`config.mk`:
```
export PLATFORM = sky130hd
export DESIGN_NAME = pc_sequencer
export DESIGN_NICKNAME = d
export VERILOG_FILES = /design/src/rtl/pc_seq_pkg.sv /design/src/rtl/ret_stack.sv /design/src/rtl/pc_sequencer.sv
export SDC_FILE = /design/constraint.sdc
export NUM_CORES = 1
export LEC_CHECK = 0
export CORE_ASPECT_RATIO = 1.2
export CORE_MARGIN = 5
export CORE_UTILIZATION = 50
export CTS_CLUSTER_SIZE = 40
export DETAILED_ROUTE_END_ITERATION = 7
export PLACE_DENSITY = 0.85
export REMOVE_ABC_BUFFERS = 1
export SYNTH_ARGS = -nofsm -noshare
export SYNTH_HDL_FRONTEND = slang
export SYNTH_SLANG_ARGS = --single-unit
export TNS_END_PERCENT = 30
```
`constraint.sdc`:
```
create_clock -name clk -period 5.3 [get_ports clk]
set_input_delay 1.06 -clock clk [delete_from_list [all_inputs] [get_ports clk]]
set_output_delay 1.06 -clock clk [all_outputs]
set_load 0.02 [all_outputs]
```
`src/rtl/pc_seq_pkg.sv`:
```
// pc_seq_pkg
// Shared definitions for the program-counter sequencer and any decoder that
// needs to produce its mode selects: next-PC mode encodings and the
// increment-size table.
package pc_seq_pkg;

    typedef enum logic [2:0] {
        SEL_HOLD   = 3'd0,
        SEL_INC    = 3'd1,
        SEL_BRANCH = 3'd2,
        SEL_JUMP   = 3'd3,
        SEL_CALL   = 3'd4,
        SEL_RET    = 3'd5
    } pc_sel_e;

    localparam int STEP_W = 4;

    // step_sel 0..3 selects an increment of 1, 2, 4 or 8
    function automatic logic [STEP_W-1:0] step_value(input logic [1:0] step_sel);
        logic [STEP_W-1:0] s;
        case (step_sel)
            2'd0:    s = 4'd1;
            2'd1:    s = 4'd2;
            2'd2:    s = 4'd4;
            default: s = 4'd8;
        endcase
        return s;
    endfunction

endpackage

```
`src/rtl/ret_stack.sv`:
```
// ret_stack
// Circular return-address stack. A push into a full stack overwrites the
// oldest entry and sets the sticky ovf flag; a pop from an empty stack
// leaves everything unchanged and sets the sticky udf flag.
// Ports:
//   clk, rst    clock, asynchronous active-high reset
//   push, pop   one-cycle strobes (never both high together)
//   push_data   address pushed on push
//   top         most recently pushed entry (valid when depth > 0)
//   depth       occupancy, 0..DEPTH
//   ovf, udf    sticky overflow / underflow flags
module ret_stack #(
    parameter int WIDTH = 17,
    parameter int DEPTH = 4
) (
    input  logic                       clk,
    input  logic                       rst,
    input  logic                       push,
    input  logic                       pop,
    input  logic [WIDTH-1:0]           push_data,
    output logic [WIDTH-1:0]           top,
    output logic [$clog2(DEPTH):0]     depth,
    output logic                       ovf,
    output logic                       udf
);

    localparam int SPW = $clog2(DEPTH);
    localparam int DW  = SPW + 1;
    localparam logic [DW-1:0] FULL = DW'(DEPTH);

    logic [WIDTH-1:0] mem [DEPTH];
    logic [SPW-1:0]   sp;   // next slot to write
    logic [SPW-1:0]   top_idx;

    assign top_idx = sp - SPW'(1);
    assign top     = mem[top_idx];

    // Contents are not reset; they are unreachable while depth is zero.
    always_ff @(posedge clk) begin
        if (push) begin
            mem[sp] <= push_data;
        end
    end

    always_ff @(posedge clk or posedge rst) begin
        if (rst) begin
            sp    <= '0;
            depth <= '0;
            ovf   <= 1'b0;
            udf   <= 1'b0;
        end else if (push) begin
            sp <= sp + SPW'(1);
            if (depth == FULL) begin
                ovf <= 1'b1;
            end else begin
                depth <= depth + DW'(1);
            end
        end else if (pop) begin
            if (depth == '0) begin
                udf <= 1'b1;
            end else begin
                sp    <= top_idx;
                depth <= depth - DW'(1);
            end
        end
    end

endmodule

```
`src/rtl/pc_sequencer.sv`:
```
// pc_sequencer
// Program-counter sequencer with hold/increment/branch/jump/call/return
// modes and a circular return-address stack.
// Ports:
//   clk, rst     clock, asynchronous active-high reset
//   en, stall    advance only when en=1 and stall=0
//   sel          next-PC mode (pc_sel_e; 6/7 behave as HOLD)
//   step_sel     increment size 1/2/4/8
//   offset       two's-complement branch displacement
//   target       absolute jump/call address
//   pc           registered current PC
//   pc_next      combinational value pc takes at the next qualifying edge
//   depth        return-stack occupancy
//   ovf, udf     sticky stack overflow / underflow flags
module pc_sequencer
    import pc_seq_pkg::*;
#(
    parameter int               WIDTH        = 17,
    parameter int               DEPTH        = 4,
    parameter logic [WIDTH-1:0] RESET_VECTOR = '0
) (
    input  logic                   clk,
    input  logic                   rst,
    input  logic                   en,
    input  logic                   stall,
    input  logic [2:0]             sel,
    input  logic [1:0]             step_sel,
    input  logic [WIDTH-1:0]       offset,
    input  logic [WIDTH-1:0]       target,
    output logic [WIDTH-1:0]       pc,
    output logic [WIDTH-1:0]       pc_next,
    output logic [$clog2(DEPTH):0] depth,
    output logic                   ovf,
    output logic                   udf
);

    logic             advance;
    logic             push;
    logic             pop;
    logic [WIDTH-1:0] step;
    logic [WIDTH-1:0] pc_inc;
    logic [WIDTH-1:0] stack_top;

    assign advance = en & ~stall;
    assign push    = advance && (sel == SEL_CALL);
    assign pop     = advance && (sel == SEL_RET);
    assign step    = WIDTH'(step_value(step_sel));
    assign pc_inc  = pc + step;

    // All sums are WIDTH bits wide, so carries out of the top bit drop off.
    always_comb begin
        pc_next = pc;
        case (sel)
            SEL_INC:    pc_next = pc_inc;
            SEL_BRANCH: pc_next = pc_inc + offset;
            SEL_JUMP:   pc_next = target;
            SEL_CALL:   pc_next = target;
            SEL_RET:    pc_next = (depth == '0) ? pc_inc : stack_top;
            default:    pc_next = pc;
        endcase
    end

    always_ff @(posedge clk or posedge rst) begin
        if (rst) begin
            pc <= RESET_VECTOR;
        end else if (advance) begin
            pc <= pc_next;
        end
    end

    ret_stack #(
        .WIDTH (WIDTH),
        .DEPTH (DEPTH)
    ) u_ret_stack (
        .clk       (clk),
        .rst       (rst),
        .push      (push),
        .pop       (pop),
        .push_data (pc_inc),
        .top       (stack_top),
        .depth     (depth),
        .ovf       (ovf),
        .udf       (udf)
    );

endmodule

```
==> out/results.tsv, run 1 <==
metric	value	unit
NumNets Final	732	
crit-path leading delay family	compound AO/OA/AOI/OAI gates	
I/O Pins	82	
HP Class	reg2reg	
Non-Filler Instances	798	
Post-Syn Instances	493	
setup ws final	-0.127	ns
H-tree Lvls	3	
Inst Count DP	766	
CP endpoint kind	output pin	
slowest CP cell	a221o_1	
peak supply drop	284	uV
DP Area	6980	sq um
Max-slew headroom	24.7	%
Area Overhead vs Synth	41.4	%
Detail Route Antenna Nets	0	
top cells by area, synth	edfxtp_1 (37%), dfrtp_1 (11%), mux4_2 (7.0%)	
Initial Utilization	50.4	%
Cell Area, Synth	5490	sq um
diodes inserted	0	
CTS clk-pin slew, worst paths	0.06	ns
YS warnings	0	
Final Critical Period	5.43	ns
arrival time worst endpoint	4.37	ns
Startpoint Class	primary input	
# port buffers	81	
failing checks	negative setup slack	
Net Sw Frac	39.9	%
Yosys cell types	53	
die area	13200	sq um
Pins Over Slew Limit	0	
total negative setup slack	-0.332	ns
routed vias/inst	6.48	
ys async rst share	26.1	%
Pleak	3.11	nW
Comb pwr share	57.3	%
final setup violation count	5	
total power	0.00390	W
sequential power share	26.8	%
worst path cell trace	buf_8 -> buf_6 -> and2_4 -> ha_4 -> nand3_2 -> o211ai_1 -> buf_4 -> buf_6 -> nand2_4 -> xnor2_4 -> ha_4 -> and3_4 -> and2_4 -> a221o_1 -> a21oi_2 -> xor2_1 -> o211a_1 -> nor2_1 -> buf_4	
1st-iter DRT viols	611	
dpl hpwl	12600	microns
global route overflow	0	
number of max-cap violations	0	
Root Driver	clkbuf_16	
hold path cells	1	
DRT Wirelength	19000	microns
Cell Rows	42	
Post-synth top flop	edfxtp_1	
Data required, critical path	4.24	ns
Worst-Margin Slew	1.13	ns
top cell type's share of synthesized area	37.2	%
Util after Layout	71.3	%
total internal power	0.00235	W
Setup Crit Path Kind	in2out	
max incr delay on CP	0.33	ns
vias in the first global route	5271	
Tcrit/Tclk final	102	%
Die W	106	microns
Buf/Inv on CP	5	
Die Ht	125	microns
first-pass GRT wire length	28500	microns
total track usage	28.1	%
CP Depth	19	
clock share of power	15.9	%
status	complete, but fails checks	
core area	10900	sq um
RSZ-0062 raised after global routing	true	
Num CTS Buffers	9	
register area share after synthesis	48.2	%
number of synthesized register bits	92	
# fillers	695	
vias	5173	
Synth area leader	edfxtp_1	
Reg2Reg Depth	13	
initial antenna violation count	0	
CP Max Fanout	4	
clock skew	0.00530	ns
DR DRC count	0	
CTS Sinks	92	
Post-synth EDFFs	68	
Mean Syn Cell Area	11.1	sq um
pin count of the biggest net entering global routing	26	
final RePlAce weighted congestion	0.901	
drt first pass iters	5	
Switching Power	0.00156	W
power density over the cells	503	nW/um^2
CTS Hold Bufs	0	
Max Clk Rate	184	MHz
Final Cell Area	7760	sq um
CTS tree	done	
Worst-Skew Late Latency	0.34	ns
Hold Violations, Final	0	
clk buf depth	2	
WL/cell	23.8	microns
layout cells sized above 1	29.9	%
## logic make-up after synthesis
| kind of cell | count (synthesis) | share of synthesized area [%] |
|---|---|---|
| buf+inv | 36 | 2.71 |
| mux | 27 | 8.92 |
| xor+xnor | 29 | 4.88 |
| fa+ha+maj | 28 | 6.80 |
| flops | 92 | 48.2 |
| compound gates | 135 | 15.9 |
| simple gates | 146 | 12.6 |
## power groups by stage
stage / Clock, W / Sequential, W / Combinational, W
5_1_grt: 0.000649 / 0.00106 / 0.00237
4_1_cts: 0.000617 / 0.00103 / 0.00207
3_3_place_gp: 0 / 0.00103 / 0.00184
2_1_floorplan: 0 / 0.00112 / 0.000938
6_report: 0.000619 / 0.00105 / 0.00224
3_5_place_dp: 0 / 0.00104 / 0.00190
## worst paths after layout
path                                         to            start  slack (ns)
worst min register to register  u_ret_stack.udf  u_ret_stack.udf        0.48
max in group asynchronous                 pc[1]              rst        3.35
min in group asynchronous                pc[10]              rst        1.29
worst min-delay path            u_ret_stack.udf  u_ret_stack.udf        0.48
worst max-delay path                pc_next[13]      step_sel[1]       -0.13
worst max register to register           pc[13]            pc[7]        1.41
## sequential cells by signal (all words and copies together), names as in the netlist
name and cells:
pc 17, u_ret_stack.ovf 1, u_ret_stack.udf 1, u_ret_stack.mem 68, u_ret_stack.depth 3, u_ret_stack.sp 2
## routing by layer
metal	vias up	wire length (microns)	GRT usage [%]	share of wire (%)
li1	2192	-	-	-
met1	2491	6870	35.2	36
met2	383	9310	46.2	49
met3	107	1790	5.29	9.4
met4	0	1030	14.8	5.4
met5	-	0	0	0
## cells in the final DEF (no fill, tap or decap), types with 7 or more instances in the layout
cell type | synthesis | final
a21o_1 | 9 | 9
a21oi_1 | 50 | 39
a21oi_2 | 0 | 10
buf_4 | 0 | 98
buf_6 | 1 | 7
clkbuf_16 | 0 | 9
clkdlybuf4s50_1 | 0 | 66
dfrtp_1 | 24 | 24
edfxtp_1 | 68 | 68
ha_1 | 25 | 17
ha_4 | 0 | 8
inv_1 | 14 | 14
mux4_2 | 17 | 17
nand2_1 | 48 | 43
nand3_1 | 15 | 13
nor2_1 | 37 | 35
nor2b_1 | 16 | 14
o21ai_0 | 20 | 13
o22ai_1 | 8 | 8
xor2_1 | 15 | 13
## synthesized netlist by cell type, drive strengths merged (5+ instances only)
master,instances
nand3,15
a21oi,50
nand2b,5
nor2,37
nand2,48
mux2i,5
mux4,17
o22ai,8
xnor2,13
edfxtp,68
ha,25
dfrtp,24
o211ai,6
and2,7
o21a,5
clkbuf,16
inv,14
nor2b,16
buf,6
xor2,15
o21ai,22
mux2,5
a21o,9
## timing repair
action / 4_1_cts / 5_1_grt
pin swaps: 39 / 23
resized for setup: 95 / 43
endpoints found under the setup margin: 15 / 12
buffers inserted: 14 / 2
## metrics by stage
| step | setup WS, ns | hold slack (ns) |
|---|---|---|
| after floorplan | -0.0617 | 0.537 |
| after global placement | -1.11 | 0.465 |
| after detailed placement | -1.28 | 0.462 |
| after CTS | 0.00210 | 0.480 |
| after global routing | -0.216 | 0.511 |
| final | -0.127 | 0.480 |
## worst register-to-register path, cell delays in order, from the launching register on
cell and delay [ns]:
dfrtp_1 0.66, nand4_1 0.45, nor4b_4 0.37, xor2_1 0.25, ha_1 0.32, a21o_1 0.21, a21o_1 0.18, a221o_1 0.33
a21oi_2 0.15, xor2_1 0.13, o211a_1 0.27, buf_4 0.14, buf_4 0.13, a21oi_1 0.22
## final cells by class
cell class | count | area, sq um | share of cell area (%)
Tap cell | 132 | 165 | 2.13
Multi-Input combinational cell | 365 | 3080 | 39.7
Inverter | 14 | 52.6 | 0.677
Timing Repair Buffer | 179 | 1540 | 19.8
Clock inverter | 3 | 38.8 | 0.500
Clock buffer | 13 | 240 | 3.10
Sequential cell | 92 | 2640 | 34.1
(Power assumes the default switching activity.)
==> run 2: changes to the inputs <==
- CORE_UTILIZATION: 50 -> 55
- PLACE_DENSITY: 0.85 -> 0.88
- clock period: 5.3 -> 5.4 ns (I/O delays scaled with it)
==> run 2 against run 1 <==
  * The run still ends with negative setup slack left
  * Highest routed layer unchanged
  * Non-clock buffer count is 1 lower
  * Sequential cell count stayed put
  * Power is 0.89% lower
  * Critical path type unchanged
==> out/results.tsv, run 2 (same netlist as run 1, synthesis figures left out) <==
metric	value	unit
core area	9910	sq um
Top Registers	u_ret_stack.mem: 68 flops, pc: 17 flops, u_ret_stack.depth: 3 flops	
Switching Power	0.00155	W
crit path capture	pc_next[13]	
HP Class	reg2reg	
Area Overhead vs Synth	42.2	%
Die W	101	microns
total internal power	0.00232	W
dpl hpwl	12300	microns
Pins Over Slew Limit	0	
Comb pwr share	56.3	%
CTS Sinks	92	
Worst Setup SP	step_sel[1]	
# port buffers	81	
power density over the cells	496	nW/um^2
most flop-heavy register	u_ret_stack.mem	
global route overflow	0	
final RePlAce weighted congestion	0.983	
Max Clk Rate	184	MHz
drt first pass iters	6	
layout cells sized above 1	31.6	%
R2R Path Start	pc[0]	
clock skew	0.0127	ns
die area	12100	sq um
Pleak	3.07	nW
initial antenna violation count	0	
arrival time worst endpoint	4.36	ns
Initial Utilization	55.4	%
total track usage	29.5	%
H-tree Lvls	3	
post-place setup slack	-1.06	ns
NumNets Final	731	
final setup violation count	2	
Hold WS	0.476	ns
max FFs per register	68	
CTS clk-pin slew, worst paths	0.07	ns
Setup Crit Path Kind	in2out	
pin count of the biggest net entering global routing	25	
DR DRC count	0	
Num CTS Buffers	9	
Max-slew headroom	34.8	%
setup ws final	-0.0431	ns
peak supply drop	346	uV
Startpoint Class	primary input	
Tcrit/Tclk final	101	%
Reg2Reg Depth	20	
vias in the first global route	5084	
clock share of power	16.9	%
Inst Count DP	754	
Root Driver	clkbuf_16	
Worst-Skew Late Latency	0.36	ns
commonest non-fill, non-tap cell in the layout	buf_4	
slowest CP cell	a221o_1	
Worst-Margin Slew	0.978	ns
1st-iter DRT viols	691	
Data required, critical path	4.32	ns
commonest non-fill, non-tap cells in the layout	buf_4 (93), edfxtp_1 (68), clkdlybuf4s50_1 (67)	
number of max-cap violations	0	
first-pass GRT wire length	27000	microns
total negative setup slack	-0.0514	ns
Net Sw Frac	40.1	%
WL/cell	24.0	microns
RSZ-0062 raised after global routing	true	
Detail Route Antenna Nets	0	
max incr delay on CP	0.37	ns
vias	5206	
Cell Rows	40	
Die Ht	119	microns
Hold Violations, Final	0	
Final Critical Period	5.44	ns
I/O Pins	82	
CTS Hold Bufs	0	
worst path cell trace	buf_6 -> nor2_1 -> ha_2 -> fa_2 -> a211oi_2 -> buf_4 -> buf_6 -> nor3b_4 -> xor2_2 -> ha_4 -> a21oi_2 -> o21ai_2 -> a221o_1 -> a21oi_2 -> xor2_1 -> o211a_1 -> nor2_1 -> buf_4	
diodes inserted	0	
sequential power share	26.8	%
CP endpoint kind	output pin	
reg2reg end	pc[16]	
CP Max Fanout	3	
CTS tree	done	
clk buf depth	2	
failing checks	negative setup slack	
status	complete, but fails checks	
DRT Wirelength	19000	microns
setup slack, reg-to-reg	1.64	ns
routed vias/inst	6.58	
Non-Filler Instances	791	
## run 2: area by class of cell
class / instances / area (sq um)
multi-input combinational: 365 / 3100
sequential: 92 / 2640
fill: 560 / 2110
timing repair buffer: 178 / 1540
clock buffer: 10 / 229
tap: 126 / 158
clock inverter: 6 / 71.3
inverter: 14 / 52.6
## run 2: what timing repair did
item	CTS	global route
endpoints found under the hold margin	0	0
pin swaps	26	36
cloned	0	0
setup endpoints to repair	15	13
setup buffers	11	10
gates resized for setup	95	51
## run 2: through the flow
| step | instance area, sq um | power, W | util [%] |
|---|---|---|---|
| 4_1_cts | 7460 | 0.00360 | 75.3 |
| 3_3_place_gp | 6930 | 0.00279 | 69.9 |
| 3_5_place_dp | 6930 | 0.00284 | 69.9 |
| 6_report | 7800 | 0.00387 | 78.7 |
| 5_1_grt | 7800 | 0.00402 | 78.7 |
| 2_1_floorplan | 5390 | 0.00202 | - |
## run 2: worst max-delay path: cells and delay by family
kind,cells,cell delay [ns]
xor+xnor,2,0.37
fa+ha+maj,3,0.71
simple gates,3,0.54
buf+inv,4,0.52
compound gates,6,1.14
## run 2: worst min-delay path by stage
stage / start / depth (start not counted) / to / slack, ns
global route: u_ret_stack.ovf / 1 / u_ret_stack.ovf / 0.50
floorplan: u_ret_stack.sp[1] / 2 / u_ret_stack.sp[1] / 0.54
finish: u_ret_stack.ovf / 1 / u_ret_stack.ovf / 0.48
detailed placement: u_ret_stack.udf / 1 / u_ret_stack.udf / 0.46
global placement: u_ret_stack.ovf / 1 / u_ret_stack.ovf / 0.46
CTS: u_ret_stack.ovf / 1 / u_ret_stack.ovf / 0.48
## run 2: routing by layer
layer / track usage (%) / up-vias / routed length [microns]
met4: 11.2 / 0 / 690
met2: 48.5 / 435 / 9310
li1: - / 2181 / -
met1: 39.1 / 2505 / 6950
met5: 0 / - / 0
met3: 4.69 / 85 / 2030
## run 2: power groups by stage
stage / Combinational, W / Clock (W) / Sequential (W)
2_1_floorplan: 0.000921 / 0 / 0.00110
3_3_place_gp: 0.00177 / 0 / 0.00102
3_5_place_dp: 0.00182 / 0 / 0.00103
4_1_cts: 0.00193 / 0.000650 / 0.00102
5_1_grt: 0.00229 / 0.000684 / 0.00105
6_report: 0.00218 / 0.000653 / 0.00104
==> run 3: changes to the inputs <==
- CTS_CLUSTER_DIAMETER: not set -> 40
==> results of run 3 <==
Same layout as run 2: the final DEF is identical, and so are final timing and power.
